### src/rtl/register_bank_arbiter.sv
// -----------------------------------------------------------------------------
// register_bank_arbiter
//
// Purpose:
//   One bank of 2**ADDR_WIDTH configuration registers shared by NUM_REQ write
//   requesters. Writes are granted round-robin through a two-state FSM
//   (IDLE -> GRANT). A separate registered read port serves the datapath.
//
// Optional feature (macro REGISTER_BANK_ARBITER_LOCK_EN):
//   Adds input req_lock. A locked winner stays in GRANT after each commit.
//   This gives one write per cycle for atomic multi-register updates.
//
// Ports:
//   clock      : sole clock, rising edge
//   reset      : asynchronous active-low reset
//   req_valid  : per-requester write request
//   req_addr   : packed write addresses, requester i at [i*ADDR_WIDTH +: ADDR_WIDTH]
//   req_data   : packed write data, requester i at [i*DATA_WIDTH +: DATA_WIDTH]
//   req_lock   : (LOCK_EN only) hold the grant across consecutive commits
//   req_ready  : registered one-hot write accept
//   grant_id   : index of the requester that last completed a transfer
//   wr_strobe  : one-cycle pulse in the cycle after a committed write
//   wr_addr_o  : address of the last committed write
//   rd_en      : read request
//   rd_addr    : read index
//   rd_data    : read data, registered, holds when rd_en is low
//   rd_valid   : high exactly one cycle after rd_en
//   dbg_state  : current FSM state (0 = IDLE, 1 = GRANT)
//
// Handshake:
//   A write transfer happens on the rising edge where req_valid[i] and
//   req_ready[i] are both high. req_ready is registered and is high for at
//   most one requester. A requester holds valid, address and data stable
//   until it sees req_ready. If valid drops while the requester is granted,
//   that is a withdrawal: nothing is written and the pointer keeps its value.
// -----------------------------------------------------------------------------
module register_bank_arbiter #(
  parameter int                    NUM_REQ     = 4,
  parameter int                    DATA_WIDTH  = 32,
  parameter int                    ADDR_WIDTH  = 4,
  parameter logic [DATA_WIDTH-1:0] RESET_VALUE = '0
) (
  input  logic                                 clock,
  input  logic                                 reset,
  input  logic [NUM_REQ-1:0]                   req_valid,
  input  logic [NUM_REQ*ADDR_WIDTH-1:0]        req_addr,
  input  logic [NUM_REQ*DATA_WIDTH-1:0]        req_data,
`ifdef REGISTER_BANK_ARBITER_LOCK_EN
  input  logic [NUM_REQ-1:0]                   req_lock,
`endif
  output logic [NUM_REQ-1:0]                   req_ready,
  output logic [$clog2(NUM_REQ)-1:0]           grant_id,
  output logic                                 wr_strobe,
  output logic [ADDR_WIDTH-1:0]                wr_addr_o,
  input  logic                                 rd_en,
  input  logic [ADDR_WIDTH-1:0]                rd_addr,
  output logic [DATA_WIDTH-1:0]                rd_data,
  output logic                                 rd_valid,
  output logic                                 dbg_state
);

  localparam int ID_W  = $clog2(NUM_REQ);
  localparam int DEPTH = 1 << ADDR_WIDTH;

  typedef enum logic {S_IDLE = 1'b0, S_GRANT = 1'b1} state_t;

  state_t                 r_state;
  state_t                 w_state_next;
  logic [ID_W-1:0]        r_winner;
  logic [ID_W-1:0]        r_ptr;
  logic [ID_W-1:0]        w_pick;
  logic [ID_W-1:0]        w_ptr_inc;
  logic [ID_W:0]          w_cand;
  logic                   w_found;
  logic [NUM_REQ-1:0]     r_ready;
  logic [NUM_REQ-1:0]     w_ready_next;
  logic                   w_commit;
  logic                   w_win_valid;
  logic                   w_win_lock;
  logic [ID_W-1:0]        r_grant_id;
  logic                   r_wr_strobe;
  logic [ADDR_WIDTH-1:0]  r_wr_addr;
  logic [DATA_WIDTH-1:0]  r_rd_data;
  logic                   r_rd_valid;
  logic [ADDR_WIDTH-1:0]  w_addr_arr [NUM_REQ];
  logic [DATA_WIDTH-1:0]  w_data_arr [NUM_REQ];
  logic [DATA_WIDTH-1:0]  r_bank     [DEPTH];

  // Unpack the flat request buses so the winner can be indexed directly.
  for (genvar g = 0; g < NUM_REQ; g++) begin : g_unpack
    assign w_addr_arr[g] = req_addr[g*ADDR_WIDTH +: ADDR_WIDTH];
    assign w_data_arr[g] = req_data[g*DATA_WIDTH +: DATA_WIDTH];
  end

  // Round-robin pick: scan upward from r_ptr and wrap modulo NUM_REQ.
  // The extra bit in w_cand holds ptr+k before the wrap subtraction.
  always_comb begin
    w_found = 1'b0;
    w_pick  = '0;
    w_cand  = '0;
    for (int k = 0; k < NUM_REQ; k++) begin
      w_cand = {1'b0, r_ptr} + (ID_W+1)'(k);
      if (w_cand >= (ID_W+1)'(NUM_REQ)) begin
        w_cand = w_cand - (ID_W+1)'(NUM_REQ);
      end
      if (!w_found && req_valid[w_cand[ID_W-1:0]]) begin
        w_found = 1'b1;
        w_pick  = w_cand[ID_W-1:0];
      end
    end
  end

  assign w_win_valid = req_valid[r_winner];
`ifdef REGISTER_BANK_ARBITER_LOCK_EN
  assign w_win_lock  = req_lock[r_winner];
`else
  assign w_win_lock  = 1'b0;
`endif
  assign w_ptr_inc   = (r_winner == ID_W'(NUM_REQ-1)) ? '0 : r_winner + 1'b1;

  // FSM next state and the registered one-hot ready.
  always_comb begin
    w_state_next = r_state;
    w_commit     = 1'b0;
    w_ready_next = '0;
    case (r_state)
      S_IDLE: begin
        if (w_found) begin
          w_state_next         = S_GRANT;
          w_ready_next[w_pick] = 1'b1;
        end
      end
      S_GRANT: begin
        if (w_win_valid) begin
          w_commit = 1'b1;
          if (w_win_lock) begin
            // A locked winner keeps its grant for the next cycle.
            w_ready_next = r_ready;
          end else begin
            w_state_next = S_IDLE;
          end
        end else begin
          w_state_next = S_IDLE;
        end
      end
      default: w_state_next = S_IDLE;
    endcase
  end

  always_ff @(posedge clock or negedge reset) begin
    if (!reset) begin
      r_state <= S_IDLE;
    end else begin
      r_state <= w_state_next;
    end
  end

  always_ff @(posedge clock or negedge reset) begin
    if (!reset) begin
      r_ready     <= '0;
      r_winner    <= '0;
      r_ptr       <= '0;
      r_grant_id  <= '0;
      r_wr_strobe <= 1'b0;
      r_wr_addr   <= '0;
    end else begin
      r_ready     <= w_ready_next;
      r_wr_strobe <= w_commit;
      if (r_state == S_IDLE && w_found) begin
        r_winner <= w_pick;
      end
      if (w_commit) begin
        r_grant_id <= r_winner;
        r_wr_addr  <= w_addr_arr[r_winner];
        if (!w_win_lock) begin
          r_ptr <= w_ptr_inc;
        end
      end
    end
  end

  always_ff @(posedge clock or negedge reset) begin
    if (!reset) begin
      for (int i = 0; i < DEPTH; i++) begin
        r_bank[i] <= RESET_VALUE;
      end
    end else if (w_commit) begin
      r_bank[w_addr_arr[r_winner]] <= w_data_arr[r_winner];
    end
  end

  // The read samples the bank before this edge's write lands, so a read and
  // a write to the same address on the same edge return the old value.
  always_ff @(posedge clock or negedge reset) begin
    if (!reset) begin
      r_rd_data  <= '0;
      r_rd_valid <= 1'b0;
    end else begin
      r_rd_valid <= rd_en;
      if (rd_en) begin
        r_rd_data <= r_bank[rd_addr];
      end
    end
  end

  assign req_ready = r_ready;
  assign grant_id  = r_grant_id;
  assign wr_strobe = r_wr_strobe;
  assign wr_addr_o = r_wr_addr;
  assign rd_data   = r_rd_data;
  assign rd_valid  = r_rd_valid;
  assign dbg_state = r_state;

endmodule

### config.mk
export PLATFORM = sky130hd
export DESIGN_NAME = register_bank_arbiter
export DESIGN_NICKNAME = d
export VERILOG_FILES = /design/src/rtl/register_bank_arbiter.sv
export SDC_FILE = /design/constraint.sdc
export NUM_CORES = 1
export LEC_CHECK = 0
export CAP_MARGIN = 20
export CORE_AREA = 2 2 298 300
export DETAILED_ROUTE_END_ITERATION = 8
export DIE_AREA = 0 0 300 302
export PLACE_DENSITY_LB_ADDON = 0.2
export SETUP_SLACK_MARGIN = 0.15
export SLEW_MARGIN = 20
export SYNTH_ARGS = -nofsm -noshare
export SYNTH_HDL_FRONTEND = slang
export SYNTH_SLANG_ARGS = --single-unit
export TNS_END_PERCENT = 50
### constraint.sdc
create_clock -name clock -period 6.62 [get_ports clock]
set_input_delay 0.662 -clock clock [delete_from_list [all_inputs] [get_ports clock]]
set_output_delay 0.662 -clock clock [all_outputs]
set_load 0.1 [all_outputs]
# ---- Yosys cells after proc, flatten, opt, wreduce, memory -nomap -nowiden
# Index checks and enable logic that the tools add are counted.
# W data, S select, Z words.
dict set report op_classes {
  addsub 8
  mul 0
  div_mod_pow 0
  order_cmp 15
  eq_ne 1
  n_shift 0
  muxes 43
  n_bitwise 4
  n_reduce_logical 9
}
# cell count
set ops {}
lappend ops {{$bwmux W512} 1}
lappend ops {{$mux W32} 5}
lappend ops {{$bmux W32 S4} 1}
lappend ops {{$demux W32 S4} 1}
lappend ops {{$bmux W32 S2} 1}
lappend ops {{$lt A2 B3 Y1 const B} 6}
lappend ops {{$mux W2} 9}
lappend ops {{$mux W1} 13}
lappend ops {{$ge A3 B3 Y1 const B} 4}
lappend ops {{$mux W4} 3}
lappend ops {{$bmux W1 S2} 5}
lappend ops {{$ge A5 B5 Y1 const B} 2}
lappend ops {{$not A4 Y5} 2}
lappend ops {{$bmux W4 S2} 1}
lappend ops {{$pmux W4 S2} 1}
lappend ops {{$sub A2 B1 Y2 const B} 4}
lappend ops {{$add A2 B2 Y3 const B} 2}
lappend ops {{$logic_and A1 B1 Y1} 6}
lappend ops {{$lt A5 B1 Y1 const B} 1}
lappend ops {{$add A2 B1 Y3 const B} 1}
lappend ops {{$ge A2 B3 Y1 const B} 1}
lappend ops {{$logic_not A1 Y1} 3}
lappend ops {{$not A2 Y3} 1}
lappend ops {{$add A2 B1 Y2 const B} 1}
lappend ops {{other kinds (5)} 5}
dict set report word_totals {
  reg_bits 561
  latch_bits 0
  ram_bits 0
  rom_bits 0
  input_bits 155
  output_inout_bits 45
  elab_cells 105
  n_memories 0
}

# ---- Depth between registers and ports, before layout
# Gate-level depths: netlist of the first run.
dict set report logic_depth {
  depth_word 20
  depth_mapped 9
  mapped_depth_nobuf 5
}

# ---- Least setup slack after synthesis of the first run
# No wires, ideal clock.
dict set report synth_timing {
  path_kind {reg-to-reg}
  from {reg r_state, in the netlist dbg_state}
  to {reg r_bank[504] in the netlist's numbering}
  setup_ns 0.125
  arrival_time_ns 2.455
  required_time_ns 6.495
  path_slack_ns 4.040
  stages_incl_launch_ff 6
  n_path_buf 1
  synth_period_minus_slack_ns 2.580
  path_cell_list {dfrtp_1 -> nor2b_1 -> a2bb2oi_4 -> nor4_4 -> buf_6 -> mux2_2}
}
dict set report synth_via {
  elab_chain_cells 1
}
# item line_no
set synth_lines {}
lappend synth_lines {{start, declared} 67} ;# state_t r_state;
lappend synth_lines {{start signal, assigned} 154} ;# r_state <= w_state_next;
lappend synth_lines {{$mux W1} 126} ;# case (r_state)
lappend synth_lines {{end signal, assigned by index} 188} ;# r_bank[w_addr_arr[r_winner]] <= w_data_arr[r_winner];
lappend synth_lines {{end, declared} 87} ;# logic [DATA_WIDTH-1:0] r_bank [DEPTH];
# Every way passes these cells.
# A chain may end at the register's enable or synchronous reset.

# ---- Worst setup path in the final report of the first run
dict set report layout_timing {
  from {reg r_winner[0]}
  to {reg r_bank[35] in the netlist's numbering}
}
dict set report layout_via {
  elab_chain_cells 10
  elab_cells_between_ends 18
  cone_classes {order compare (2); mux (13); bitwise (2); reduce/logical (1)}
}
# item line_no
set layout_lines {}
lappend layout_lines {{start, declared} 69} ;# logic [ID_W-1:0] r_winner;
lappend layout_lines {{start signal, assigned} 170} ;# r_winner <= w_pick;
lappend layout_lines {{$not A2 Y3 (implied by the code)} 188}
lappend layout_lines {{$bmux W4 S2} 188}
lappend layout_lines {{$mux W4 (implied by the code) (2 in a row)} 188}
lappend layout_lines {{$not A4 Y5 (implied by the code)} 188}
lappend layout_lines {{$ge A5 B5 Y1 (implied by the code) or $lt A5 B1 Y1 (tied branches)} 188}
lappend layout_lines {{$logic_and A1 B1 Y1 (implied by the code)} 188}
lappend layout_lines {{$mux W32 (implied by the code)} 188}
lappend layout_lines {{$demux W32 S4} 188}
lappend layout_lines {{$bwmux W512} 188}
# Several ways; a longest one is shown, not always the timed one. The select of a mux whose other input is x is not followed.

==> results of run 1 <==
==> metrics by stage <==
stage	power (W)	cells	area [µm²]
floorplan	0.00966	1581	26000
global placement	0.0109	2835	29000
detailed placement	0.0111	2835	29000
CTS	0.0146	2947	31000
global route	0.0153	2948	31000
finish	0.0144	2948	31000
==> routing by layer <==
layer  wire [µm]  part of all wire [%]  vias to the layer above
li1            -                     -                     6297
met1       30200                    44                     7974
met2       34000                    50                      245
met3        2650                   3.9                       84
met4        1220                   1.8                        0
met5           0                     0                        -
==> path summary, 6_finish.rpt <==
| kind | start | endpoint | depth (start not counted) |
|---|---|---|---|
| max | r_winner[0]$_DFFE_PN0P_ | r_bank[35]$_DFFE_PN0P_ | 5 |
| max in group asynchronous | reset | r_bank[478]$_DFFE_PN0P_ | 2 |
| min in group clock | r_bank[86]$_DFFE_PN0P_ | r_bank[86]$_DFFE_PN0P_ | 1 |
| min reg2reg | r_bank[86]$_DFFE_PN0P_ | r_bank[86]$_DFFE_PN0P_ | 1 |
| min | reset | req_ready[1]$_DFF_PN0_ | 1 |
| max reg2reg | r_winner[0]$_DFFE_PN0P_ | r_bank[35]$_DFFE_PN0P_ | 5 |
==> power groups by stage <==
stage | Combinational [W] | Clock, W | Sequential [W]
6_report | 0.00508 | 0.00344 | 0.00589
5_1_grt | 0.00549 | 0.00369 | 0.00610
4_1_cts | 0.00519 | 0.00354 | 0.00590
3_5_place_dp | 0.00518 | 0 | 0.00596
3_3_place_gp | 0.00506 | 0 | 0.00586
2_1_floorplan | 0.00326 | 0 | 0.00640
==> layout make-up <==
cell class                      instances  share of cell area, %
Multi-Input combinational cell        881                   36.2
Clock inverter                         21                  0.779
Inverter                                3                 0.0363
Clock buffer                           91                   5.74
Sequential cell                       561                   45.3
Tap cell                             1165                   4.70
Timing Repair Buffer                  226                   7.26
==> cell families after synthesis <==
group           share of synthesized area, %
mux                                     39.0
flops                                   54.1
simple gates                            2.58
buf+inv                                 2.89
fa+ha+maj                             0.0482
compound gates                          1.40
==> placed cells by master, fill, tap and decap left out, types with 2 or more instances in the layout <==
master / count
clkinv_2: 13
o221ai_1: 32
mux2i_1: 65
buf_4: 23
nor2b_1: 3
clkbuf_8: 15
nand4_4: 5
mux4_2: 164
buf_6: 2
dfrtp_1: 559
and2_1: 2
bufinv_16: 5
buf_12: 4
inv_1: 2
nand2b_1: 35
mux2_1: 47
nand2_1: 22
clkdlybuf4s50_1: 194
clkbuf_16: 61
nor2_1: 7
nor4_4: 8
clkbuf_1: 16
nand4_1: 3
mux2_2: 466
inv_6: 3
o21ai_0: 6
==> sequential cells by signal, summed over array words and instances, names as in the netlist <==
name       cells
r_bank       512
rd_data       32
req_ready      4
wr_addr_o      4
grant_id       2
r_ptr          2
r_winner       2
dbg_state      1
rd_valid       1
wr_strobe      1
==> critical path: stages (launching register included) <==
cell     delay [ps]
dfrtp_4         590
buf_4           630
mux4_2          870
nand4_1         910
buf_4           600
mux2_2          330
==> out/results.tsv, run 1 <==
stage	metric	value	unit
run_status	status	finished clean	
finish	drive_above_1_share	43.7	%
critical_path	required	7120	ps
floorplanning	io_pins	200	
routing	drtPass1Iterations	4	
yosys	seq_area_frac_synth	54.1	%
yosys	synth_most_common_cell	dfrtp_1	
yosys	syn-num-nets	1737	
grt	grt_pass1_wl	104	mm
sta	fin_ws	2540	ps
floorplanning	die_w	300	µm
sta	final-max-slew-violation-count	0	
sta	slew_headroom	26.4	%
routing	via_count	14600	
routing	vias_per_cell	4.95	
sta	post-route-period-util	61.7	%
yosys	synth_edf_count	0	
grt	antenna_found_initial	3	
floorplanning	fp.dieH	302	µm
yosys	synth_area_leaders	dfrtp_1 (54%), mux2_2 (20%), mux4_2 (14%)	
yosys	syn_avg_cell_area	16.4	µm²
pwr	leakagePower	13.4	nW
grt	grt_use_met2	25.9	%
critical_path	crit_fanout	27	
clock_network	cts_root_buffer	clkbuf_16	
clock_network	cts_sinks	561	
pwr	p_sw_share	33.7	%
pwr	peakVddDrop	0.240	mV
yosys	yosysWarnings	0	
clock_network	cts_buffers	61	
yosys	synth_top_area_share	54.1	%
placed_design	place_ws	2270	ps
grt	grt_use_met1	20.7	%
sta	finalHoldViolCount	0	
grt	grt_max_degree	176	
critical_path	crit_type	reg -> reg	
yosys	ys_seq_elements	561	
routing	wl_per_cell	23.1	µm
finish	area_growth	19.4	%
pwr	p_int	0.00956	W
placed_design	place_congestion	0.684	
yosys	synth_largest_area_cell	dfrtp_1	
grt	use_met3	2.23	%
routing	drc	0	
pwr	p_sw	0.00486	W
sta	tightest_slew	1100	ps
critical_path	endpoint_kind	flop	
finish	nets	1890	
grt	grt_usage	15.3	%
routing	drtIter0Drc	745	
job	maxCapViolations	0	
sta	grt_setup_unrepaired	false	
finish	final-seq-area	14000	µm²
pwr	p_seq_share	40.9	%
finish	antenna_cells	0	
pwr	power_density	465	nW/µm²
critical_path	reg2reg_slack	2540	ps
clock_network	cts_resized	0	
routing	ant_nets	0	
finish	multi_input_area	11200	µm²
pwr	power_frac_comb	35.3	%
yosys	synth_ff_type	dfrtp_1	
sta	setup_viol	0	
yosys	synthArstFlopShare	100	%
clock_network	clk_latency	630	ps
routing	wl	68.1	mm
clock_network	htreeDepth	2	
yosys	synth.distinct_cells	36	
grt	grt_pass1_vias	16000	
clock_network	clk_pin_slew_worst_paths	60	ps
placed_design	dp_hpwl	37.7	mm
clock_network	postCtsSetupBuffers	0	
clock_network	tritoncts	done	
yosys	syn_area	26000	µm²
pwr	p_clk_share	23.9	%
sta	hold_slack	23.3	ps
grt	grt-ovfl-total	0	
yosys	synthCells	1581	
floorplanning	die-area	90600	µm²
clock_network	cts_hold_buf	0	
finish	final_util	35.4	%
yosys	synthTopCellsByCount	dfrtp_1 (561), mux2_2 (466), mux4_2 (164), mux2i_1 (65), clkbuf_1 (59)	
floorplanning	start_util	29.7	%
floorplanning	rows	109	
sta	skew	20.4	ps
worst_hold_path	holdCritPathClass	in -> async	
sta	period_needed	4080	ps
clock_network	cts_max_path_buffers	3	
finish	fill_cells	8298	
placed_design	portBuffers	199	
sta	timing.fmax	0.245	GHz
floorplanning	coreArea	87600	µm²
sta	setup_tns	0	ps
grt	grt.busiest_layer	met2	
critical_path	critPathLaunchType	flop	
critical_path	crit_arrival	4580	ps
Power figures use the tool's default switching activity.
==> inputs of run 2 (changes only) <==
==> constraint.sdc (replaced) <==
create_clock -name clock -period 3.7 [get_ports clock]
set_input_delay 0.37 -clock clock [delete_from_list [all_inputs] [get_ports clock]]
set_output_delay 0.37 -clock clock [all_outputs]
set_load 0.1 [all_outputs]
==> run 2 against run 1 <==
Effect of this change: routed wire length grew 0.77%; combinational power grew 81%; clock power grew 81%; sequential cell count is the same; total power grew 80%; fmax grew 33%; global-route usage grew 0.16 points; final area grew 1.1%; hold slack gained 220 ps; sequential power grew 80%.
==> out/results.tsv, run 2 (synthesized netlist as in run 1, its figures left out) <==
stage	metric	value	unit	change
run_status	status	finished clean		unchanged
finish	area_growth	20.7	%	was 19.4%
routing	wl_per_cell	23.1	µm	about the same
finish	layout_commonest_cell	dfrtp_1		unchanged
critical_path	crit_arrival	3540	ps	was 4580 ps
routing	ant_nets	0		unchanged
critical_path	crit_type	reg -> reg		unchanged
clock_network	cts_root_buffer	clkbuf_16		unchanged
clock_network	tritoncts	done		unchanged
critical_path	crit_chain	mux4_2 -> nor2b_1 -> nand4_4 -> buf_4 -> mux2_2		was buf_4 -> mux4_2 -> nand4_1 -> buf_4 -> mux2_2
routing	drtPass1Iterations	4		unchanged
sta	slew_headroom	25.2	%	was 26.4%
critical_path	crit_fanout	22		was 27
placed_design	place_area	29300	µm²	was 29000 µm²
critical_path	endpoint_kind	flop		unchanged
sta	period_needed	3060	ps	was 4080 ps
floorplanning	die-area	90600	µm²	unchanged
grt	antenna_found_initial	1		was 3
sta	tightest_slew	1120	ps	was 1100 ps
clock_network	cts_hold_buf	1		was 0
finish	final_cells	2971		was 2948
critical_path	required	4180	ps	was 7120 ps
pwr	peakVddDrop	0.553	mV	was 0.240 mV
finish	largest_register_ffs	512		unchanged
routing	via_count	14700		was 14600
finish	fin_area	31300	µm²	was 31000 µm²
routing	vias_per_cell	4.95		about the same
routing	drtIter0Drc	739		was 745
placed_design	portBuffers	199		unchanged
finish	regMostFlops	r_bank		unchanged
grt	grt_usage	15.4	%	was 15.3%
clock_network	htreeDepth	3		was 2
sta	timing.fmax	0.327	GHz	was 0.245 GHz
worst_hold_path	holdCritPathClass	in -> async		unchanged
finish	drive_above_1_share	44.4	%	was 43.7%
placed_design	dp_hpwl	41.9	mm	was 37.7 mm
critical_path	critPathLaunchType	flop		unchanged
floorplanning	rows	109		unchanged
finish	antenna_cells	0		unchanged
finish	final_cell_mix	dfrtp_1 (559), mux2_2 (466), clkdlybuf4s50_1 (194)		unchanged
routing	wl	68.6	mm	was 68.1 mm
floorplanning	fp.dieH	302	µm	unchanged
grt	grt-ovfl-total	0		unchanged
finish	final_util	35.8	%	was 35.4%
sta	post-route-period-util	82.7	%	was 61.7%
placed_design	place_inst	2858		was 2835
pwr	power_density	829	nW/µm²	was 465 nW/µm²
grt	grt_max_degree	158		was 176
floorplanning	coreArea	87600	µm²	unchanged
clock_network	cts_sinks	561		unchanged
clock_network	cts_max_path_buffers	3		unchanged
clock_network	cts_buffers	66		was 61
floorplanning	start_util	29.7	%	unchanged
job	maxCapViolations	0		unchanged
clock_network	cts_resized	0		unchanged
sta	grt_setup_unrepaired	false		unchanged
clock_network	postCtsSetupBuffers	0		unchanged
finish	multi_input_area	11200	µm²	unchanged
finish	fill_cells	8268		was 8298
grt	grt_pass1_wl	105	mm	was 104 mm
finish	nets	1918		was 1890
critical_path	reg2reg_slack	640	ps	was 2540 ps
critical_path	cpPeakStageDelay	710	ps	was 910 ps
finish	final-seq-area	14000	µm²	unchanged
sta	setup_viol	0		unchanged
routing	drc	0		unchanged
grt	grt_pass1_vias	16400		was 16000
sta	finalHoldViolCount	0		unchanged
placed_design	place_congestion	0.717		was 0.684
floorplanning	io_pins	200		unchanged
clock_network	clk_latency	600	ps	was 630 ps
critical_path	cpMaxStageDelayCell	mux4_2		was nand4_1
clock_network	clk_pin_slew_worst_paths	60	ps	about the same
sta	skew	17.2	ps	was 20.4 ps
sta	final-max-slew-violation-count	0		unchanged
sta	setup_tns	0	ps	unchanged
pwr	leakagePower	13.5	nW	was 13.4 nW
floorplanning	die_w	300	µm	unchanged
[run 2: metal layers]
layer | part of all wire [%] | vias to the layer above | GRT usage (%)
met1 | 44 | 8031 | 20.0
met2 | 51 | 238 | 26.6
li1 | - | 6346 | -
met3 | 4.2 | 89 | 2.62
met4 | 1.7 | 0 | 4.12
met5 | 0 | - | 0
[run 2: through the flow]
| step | total power (W) | worst slack [ps] | hold slack (ps) |
|---|---|---|---|
| after floorplan | 0.0173 | 1120 | 74.4 |
| after CTS | 0.0264 | 565 | 216 |
| final | 0.0260 | 639 | 244 |
| after global placement | 0.0196 | 535 | 248 |
| after global routing | 0.0275 | 466 | 254 |
| after detailed placement | 0.0200 | 483 | 252 |
[run 2: cell type report]
type                       instances  share of cell area, %
sequential                       561                   44.8
multi-input combinational        881                   35.8
timing repair buffer             249                   8.16
clock buffer                      97                   6.16
tap                             1165                   4.65
clock inverter                    15                  0.367
inverter                           3                 0.0359
[run 2: worst paths after layout]
kind | end | cells after the start | from
max | r_bank[301]$_DFFE_PN0P_ | 5 | r_winner[0]$_DFFE_PN0P_
min | req_ready[3]$_DFF_PN0_ | 2 | reset
max reg2reg | r_bank[301]$_DFFE_PN0P_ | 5 | r_winner[0]$_DFFE_PN0P_
min reg2reg | wr_addr_o[2]$_DFFE_PN0P_ | 2 | wr_addr_o[2]$_DFFE_PN0P_
max in group asynchronous | r_bank[503]$_DFFE_PN0P_ | 3 | reset
min in group clock | rd_valid$_DFF_PN0_ | 2 | rd_en
[run 2: power by group]
part	switching [W]	internal, W
sequential	0.00152	0.00904
clock	0.00255	0.00367
combinational	0.00476	0.00444
[run 2: critical path: cells and delay by family (launching register included)]
family | cells | cell delay, ps
simple gates | 2 | 930
buf+inv | 1 | 410
flops | 1 | 600
mux | 2 | 990
